### src/rtl/alu_exec_unit.sv
// alu_exec_unit: execute-stage slice for the MIPS-lite core.
// Decodes the ALU control, runs the ALU with zero/overflow/negative flags,
// keeps a clocked status register of those flags, and computes PC+4 and
// the branch target.
module alu_exec_unit #(
  parameter int unsigned WIDTH = 32
) (
  input  logic             clk,
  input  logic             rst,
  input  logic             aluop1,
  input  logic             aluop0,
  input  logic [5:0]       opcode,
  input  logic [3:0]       funct,
  input  logic [WIDTH-1:0] a,
  input  logic [WIDTH-1:0] b,
  input  logic [WIDTH-1:0] pc,
  input  logic [15:0]      imm16,
  output logic [2:0]       gout,
  output logic [WIDTH-1:0] alu_result,
  output logic             zout,
  output logic             vout,
  output logic             nout,
  output logic             v_flag,
  output logic             z_flag,
  output logic             n_flag,
  output logic [WIDTH-1:0] pc_plus4,
  output logic [WIDTH-1:0] branch_target
);

  localparam int unsigned MSB = WIDTH - 1;

  localparam logic [5:0] OPC_ORI = 6'b001101;

  localparam logic [2:0] G_AND = 3'b000;
  localparam logic [2:0] G_OR  = 3'b001;
  localparam logic [2:0] G_ADD = 3'b010;
  localparam logic [2:0] G_SUB = 3'b110;
  localparam logic [2:0] G_NOR = 3'b100;
  localparam logic [2:0] G_SLT = 3'b111;

  logic [WIDTH-1:0] sum;
  logic [WIDTH-1:0] diff;
  logic [WIDTH-1:0] imm_ext;
  logic             v_add;
  logic             v_sub;
  logic             slt_bit;

  // Shared adder/subtractor and their signed-overflow terms
  assign sum     = a + b;
  assign diff    = a - b;
  assign v_add   = (a[MSB] == b[MSB]) && (sum[MSB] != a[MSB]);
  assign v_sub   = (a[MSB] != b[MSB]) && (diff[MSB] != a[MSB]);
  // Sign of the difference corrected by overflow gives a true signed compare
  assign slt_bit = diff[MSB] ^ v_sub;

  // ALU control decode; ori overrides ALUOp
  always_comb begin
    gout = G_ADD;
    if (opcode == OPC_ORI) begin
      gout = G_OR;
    end else if (!aluop1 && !aluop0) begin
      gout = G_ADD;
    end else if (!aluop1) begin
      gout = G_SUB;
    end else begin
      case (funct)
        4'b0000: gout = G_ADD;
        4'b0010: gout = G_SUB;
        4'b0100: gout = G_AND;
        4'b0101: gout = G_OR;
        4'b0111: gout = G_NOR;
        4'b1010: gout = G_SLT;
        default: gout = G_ADD;
      endcase
    end
  end

  // ALU operation select and overflow flag
  always_comb begin
    alu_result = '0;
    vout       = 1'b0;
    case (gout)
      G_AND: alu_result = a & b;
      G_OR:  alu_result = a | b;
      G_ADD: begin
        alu_result = sum;
        vout       = v_add;
      end
      G_SUB: begin
        alu_result = diff;
        vout       = v_sub;
      end
      G_NOR: alu_result = ~(a | b);
      G_SLT: alu_result = WIDTH'(slt_bit);
      default: alu_result = '0;
    endcase
  end

  assign zout = (alu_result == '0);
  assign nout = alu_result[MSB];

  // Status register: captures the combinational flags every cycle
  always_ff @(posedge clk or posedge rst) begin
    if (rst) begin
      v_flag <= 1'b0;
      z_flag <= 1'b0;
      n_flag <= 1'b0;
    end else begin
      v_flag <= vout;
      z_flag <= zout;
      n_flag <= nout;
    end
  end

  // PC increment and branch target adders
  assign imm_ext       = {{(WIDTH-16){imm16[15]}}, imm16};
  assign pc_plus4      = pc + WIDTH'(4);
  assign branch_target = pc_plus4 + (imm_ext << 2);

endmodule

### config.mk
export PLATFORM = sky130hd
export DESIGN_NAME = alu_exec_unit
export DESIGN_NICKNAME = d
export VERILOG_FILES = /design/src/rtl/alu_exec_unit.sv
export SDC_FILE = /design/constraint.sdc
export NUM_CORES = 1
export LEC_CHECK = 0
export BUFFER_PORTS_ARGS = -buffer_cell sky130_fd_sc_hd__buf_2
export CORE_MARGIN = 2
export CORE_UTILIZATION = 58
export DETAILED_ROUTE_END_ITERATION = 10
export PLACE_DENSITY = 0.9
export SETUP_SLACK_MARGIN = 0.15
export SYNTH_ARGS = -nofsm -noshare
export SYNTH_HDL_FRONTEND = slang
export SYNTH_SLANG_ARGS = --single-unit
export TNS_END_PERCENT = 5
### constraint.sdc
create_clock -name clk -period 12.8 [get_ports clk]
set_input_delay 1.28 -clock clk [delete_from_list [all_inputs] [get_ports clk]]
set_output_delay 1.28 -clock clk [all_outputs]
set_load 0.01 [all_outputs]
* Yosys cells after proc, flatten, opt, wreduce, memory -nomap -nowiden
Index checks and enable logic that the tools add are counted.
** Word-level totals
- Bits of input ports :: 126
- Bits in latches :: 0
- Memories :: 0
- Memory bits (read-only) :: 0
- Flip-flop bits (word level) :: 3
- Bits in writable memories :: 0
- Output and inout port bits :: 105
** Cells by class
- Shift operators :: 0
- $lt $le $gt $ge :: 0
- Reduce and logical (&&, ||, !) cells :: 7
- Eq/ne operators :: 15
- Muxes and demuxes :: 6
- Divide/modulo/power cells :: 0
- Bitwise gates (word level) :: 4
- Multiply operators :: 0
- Add/subtract/negate cells :: 4
** Operators with widths (count)
- 32-bit case mux with 6 select lines :: 1
- 32-bit adder :: 2
- 32-bit by 3-bit adder with 32-bit output, second input constant :: 1
- 32-bit AND :: 1
- 32-bit zero test :: 1
- 32-bit inverter :: 1
- 32-bit bitwise OR :: 1
- 32-bit subtractor :: 1
- 3-bit case mux with 5 select lines :: 1
- 4-bit by 3-bit == test with 1-bit output, second input constant :: 3
- 3-bit == test, second input constant :: 3
- 3-bit two-way mux :: 3
- 6-bit by 4-bit == test with 1-bit output, second input constant :: 1
- 4-bit by 2-bit == test with 1-bit output, second input constant :: 1
- 4-bit == test, second input constant :: 1
- 3-bit by 1-bit == test with 1-bit output, second input constant :: 1
- 3-bit by 2-bit == test with 1-bit output, second input constant :: 1
- 1-bit logical AND :: 3
- 3-bit zero test :: 1
- 1-bit inequality test :: 3
- 1-bit zero test :: 2
- 1-bit case mux with 2 select lines :: 1
- 1-bit == test :: 1
- 1-bit bitwise XOR :: 1

* Longest topological paths before layout
- Depth after elaboration :: 8
- Mapped depth :: 25
- Mapped depth without buffers :: 24

* Worst setup path after synthesis
OpenSTA, ideal clock, no wires.
- Kind :: input -> output
- From :: input a[16]
- To :: output zout
- Path slack :: 5740 ps
- Stages on the path :: 25
- Path buffers :: 1
- Arrival :: 5780 ps
- Data required time :: 11520 ps
- Path through :: inv_1 -> ha_1 -> clkbuf_1 -> nor4_1 -> nand2_1 -> a211oi_1 -> o21ai_0 -> a21oi_1 -> o311ai_0 -> o21bai_1 -> a21oi_1 -> nor2_1 -> nor2_1 -> nor2_1 -> nor2_1 -> fa_1 -> a32o_1 -> a21oi_1 -> o211ai_1 -> or4_1 -> nor4_2 -> nand3b_1 -> or4_1 -> nor4_1 -> and2_1
** On the way
- Word-level cells in the longest chain between the ends :: 6
- Elaborated cells on any way between the ends :: 10
- Those cells by class :: add/sub (2); eq/ne (1); mux (1); bitwise (4); reduce/logical (2)
** RTL lines
- start: declaration :: RTL line 14 : input logic [WIDTH-1:0] a,
- 32-bit subtractor (*) :: RTL line 50 : assign diff = a - b;
- 1-bit inequality test :: RTL line 52 : assign v_sub = (a[MSB] != b[MSB]) && (diff[MSB] != a[MSB]);
- 1-bit logical AND :: RTL line 52
- 1-bit bitwise XOR (*) :: RTL line 54 : assign slt_bit = diff[MSB] ^ v_sub;
- 32-bit case mux with 6 select lines (*) :: RTL line 82 : case (gout)
- via alu_result[0] :: RTL line 19 : output logic [WIDTH-1:0] alu_result,
- 32-bit zero test (*) :: RTL line 99 : assign zout = (alu_result == '0);
- end: declaration :: RTL line 20 : output logic zout,
Mark *: on every way through the listed nets, which the timed path passes. The rest lies on a longest branch.

* Final worst setup path
- From :: input a[2]
- To :: output zout
** On the way
- Word-level cells in the longest chain between the ends :: 6
- Elaborated cells on any way between the ends :: 10
- Those cells by class :: add/sub (2); eq/ne (1); mux (1); bitwise (4); reduce/logical (2)
** RTL lines (RTL line)
- 32-bit subtractor :: 50
- 1-bit inequality test :: 52
- 1-bit logical AND :: 52
- 1-bit bitwise XOR :: 54
- 32-bit case mux with 6 select lines (*) :: 82
- 32-bit zero test (*) :: 99
Mark *: on every way between the ends. The rest lies on a longest branch, timed or not.

==> run_results.csv <==
group,metric,value,unit
run_status,status,"completed",
drt,drtPass1Iterations,6,
sta,clock.fmax,126,MHz
setup_path,crit_top_cell,"nor2_1",
clock_tree,cts_tree,"built",
floorplanning,start_util,59.3,%
placed_design,io_buffer_count,224,
sta,setup_viol_count_final,0,
power_and_ir_drop,leakagePower,4.11,nW
logic_synthesis,avgSynthCellArea,6.87,sq um
sta,final.setup.tns,0,ns
sta,rsz0062_at_grt,"no",
logic_synthesis,mappedNetlistArea,6770,sq um
setup_path,end_kind,"output pin",
sta,worstMarginPinSlew,0.893,ns
grt,track_usage,34.4,%
drt,routed_wl,23.1,mm
sta,maxSlewHeadroom,40.5,%
logic_synthesis,synth_top_area_cell,"ha_1",
logic_synthesis,ys_top_cells_by_count,"ha_1 (132), inv_1 (107), nor2_1 (92)",
sta,fin_crit_sh,61.9,%
clock_tree,cts_hold_buf,0,
floorplanning,die_h,112,microns
logic_synthesis,synth_most_common_cell,"ha_1",
power_and_ir_drop,p_total,0.000495,W
grt,antenna_found_initial,0,
grt,grt_pass1_vias,7713,
logic_synthesis,ys_async_sr_fraction,100,%
drt,drc,0,
placed_design,dp_hpwl,19.0,mm
setup_path,path_max_fanout,7,
drt,ant_nets,0,
logic_synthesis,syn_nets,1247,
placed_design,gp_congestion,0.975,
clock_tree,cts-root-buf,"clkbuf_16",
logic_synthesis,synth.distinct_cells,71,
clock_tree,htreeDepth,1,
layout,diodes,0,
floorplanning,ioPinCount,231,
logic_synthesis,synth_seq_cells,3,
setup_path,worstSetupPathType,"input pin to output pin",
layout,finalNetCount,1444,
setup_path,cp_slowest_cell,"or4_1",
clock_tree,clockBufferDepth,2,
clock_tree,cts_buffers,3,
floorplanning,die_w,112,microns
floorplanning,core,11400,sq um
sta,hold-worst-slack,0.924,ns
sta,timing.final.crit_period,7.93,ns
sta,worst_slack,4.87,ns
logic_synthesis,synth_seq_area_share,1.11,%
clock_tree,post-cts-setup-buffers,0,
drt,vias,8329,
logic_synthesis,synth_top_area_share,24.4,%
setup_path,start_kind,"input pin",
logic_synthesis,synthTopCellsByArea,"ha_1 (24%), xnor2_1 (8.5%), inv_1 (5.9%)",
drt,wl_per_cell,17.4,microns
setup_path,worst_ep_arrival_time,6.65,ns
flow_run,maxCapViolCount,0,
worst_hold_path,hold_path_class,"input pin to async pin",
logic_synthesis,synth_cells,985,
setup_path,cp_slowest_stage_delay,0.62,ns
clock_tree,cts_num_sinks,3,
clock_tree,cts.clk_slew.worst_paths,0.03,ns
sta,slew_violations,0,
drt,routed_via_density,6.29,
clock_tree,cts_resized,0,
grt,grt_max_degree,38,
layout,final_util,70.4,%
layout,area.growth.synth_to_final,18.7,%
floorplanning,die-area,12600,sq um
logic_synthesis,synth_edf_count,0,
drt,drt_iter0_markers,766,
grt,grt-ovfl-total,0,
power_and_ir_drop,power_density,61.6,nW/um^2
layout,drive_gt1_share,21.5,%
floorplanning,num_rows,39,
logic_synthesis,synth_ff_type,"dfrtp_1",
placed_design,pre_cts_ws,4.92,ns
grt,grt_pass1_wl,36.5,mm
logic_synthesis,synth-warning-count,0,
power_and_ir_drop,vdd_drop_max,56.0,uV
setup_path,crit_required,11.52,ns
sta,finalHoldViolCount,0,
## power by group
group | switching [W] | internal, W
Combinational | 0.000259 | 0.000176
Clock | 0.00000754 | 0.0000410
Sequential | 0.000000576 | 0.0000108
Total | 0.000267 | 0.000228
## through the flow
stage | area, sq um | std cells
floorplan | 6770 | 985
global placement | 7960 | 1320
detailed placement | 7960 | 1320
global route | 8040 | 1324
finish | 8040 | 1324
CTS | 8040 | 1324
## critical path, delay by kind of cell
family / cells / cell delay, ns
AOI/OAI and AO/OA: 10 / 2.01
adders and majority gates: 2 / 0.72
buffers and inverters: 3 / 0.27
and+or+nand+nor: 11 / 2.36
## how the worst max path moves through the flow
| stage | endpoint | slack [ns] | depth (start not counted) | startpoint |
|---|---|---|---|---|
| after global routing | zout | 4.47 | 26 | a[2] |
| after CTS | zout | 4.90 | 26 | a[2] |
| after detailed placement | zout | 4.92 | 26 | a[2] |
| after global placement | zout | 5.11 | 26 | a[2] |
| final | zout | 4.87 | 26 | a[2] |
| after floorplan | zout | 5.74 | 25 | a[16] |
## layout make-up
cell class	count	area (sq um)
Clock buffer	4	78.8
Tap cell	143	179
Timing Repair Buffer	230	1170
Inverter	107	402
Multi-Input combinational cell	837	6140
Fill cell	1041	3380
Sequential cell	3	75.1
## cell families (layout without fill, tap and decap cells)
| kind of cell | after synthesis | in the layout | synth area share [%] |
|---|---|---|---|
| adders and majority gates | 136 | 136 | 25.6 |
| and+or+nand+nor | 299 | 299 | 22.0 |
| buffers and inverters | 145 | 341 | 8.44 |
| xor gates and xnor gates | 87 | 87 | 11.3 |
| muxes | 8 | 8 | 1.18 |
| DFF | 3 | 3 | 1.11 |
| AOI/OAI and AO/OA | 307 | 307 | 30.5 |
## registers in the layout, indices dropped and copies added (netlist names)
signal  cells
z_flag      1
v_flag      1
n_flag      1
## cell usage in the layout (no fill, tap or decap), types with 5 or more instances in the layout
cell,n
a21oi_1,75
o21a_1,7
nand2b_1,11
or2_2,9
nor4_1,14
o21ai_0,55
buf_2,224
a211oi_1,9
or3_1,7
xor2_1,21
ha_1,132
a22oi_1,10
nand2_1,59
nor3_1,25
nor2_1,92
and3_1,10
mux2i_1,8
a31oi_1,16
a21o_1,29
nand3_1,23
o2111ai_1,5
inv_1,107
o211ai_1,9
xnor2_1,66
o31ai_1,8
a221oi_1,23
buf_4,6
o21bai_1,13
nor2b_1,11
nand4_1,13
## per-layer routing
metal | GRT usage (%) | share of wire [%] | vias up
met2 | 60.7 | 47 | 535
met5 | 0 | 0 | -
met1 | 43.0 | 39 | 3770
li1 | - | - | 3945
met4 | 12.9 | 3.6 | 0
met3 | 4.00 | 10 | 79
Note: power is estimated with default switching activity, not from simulation.
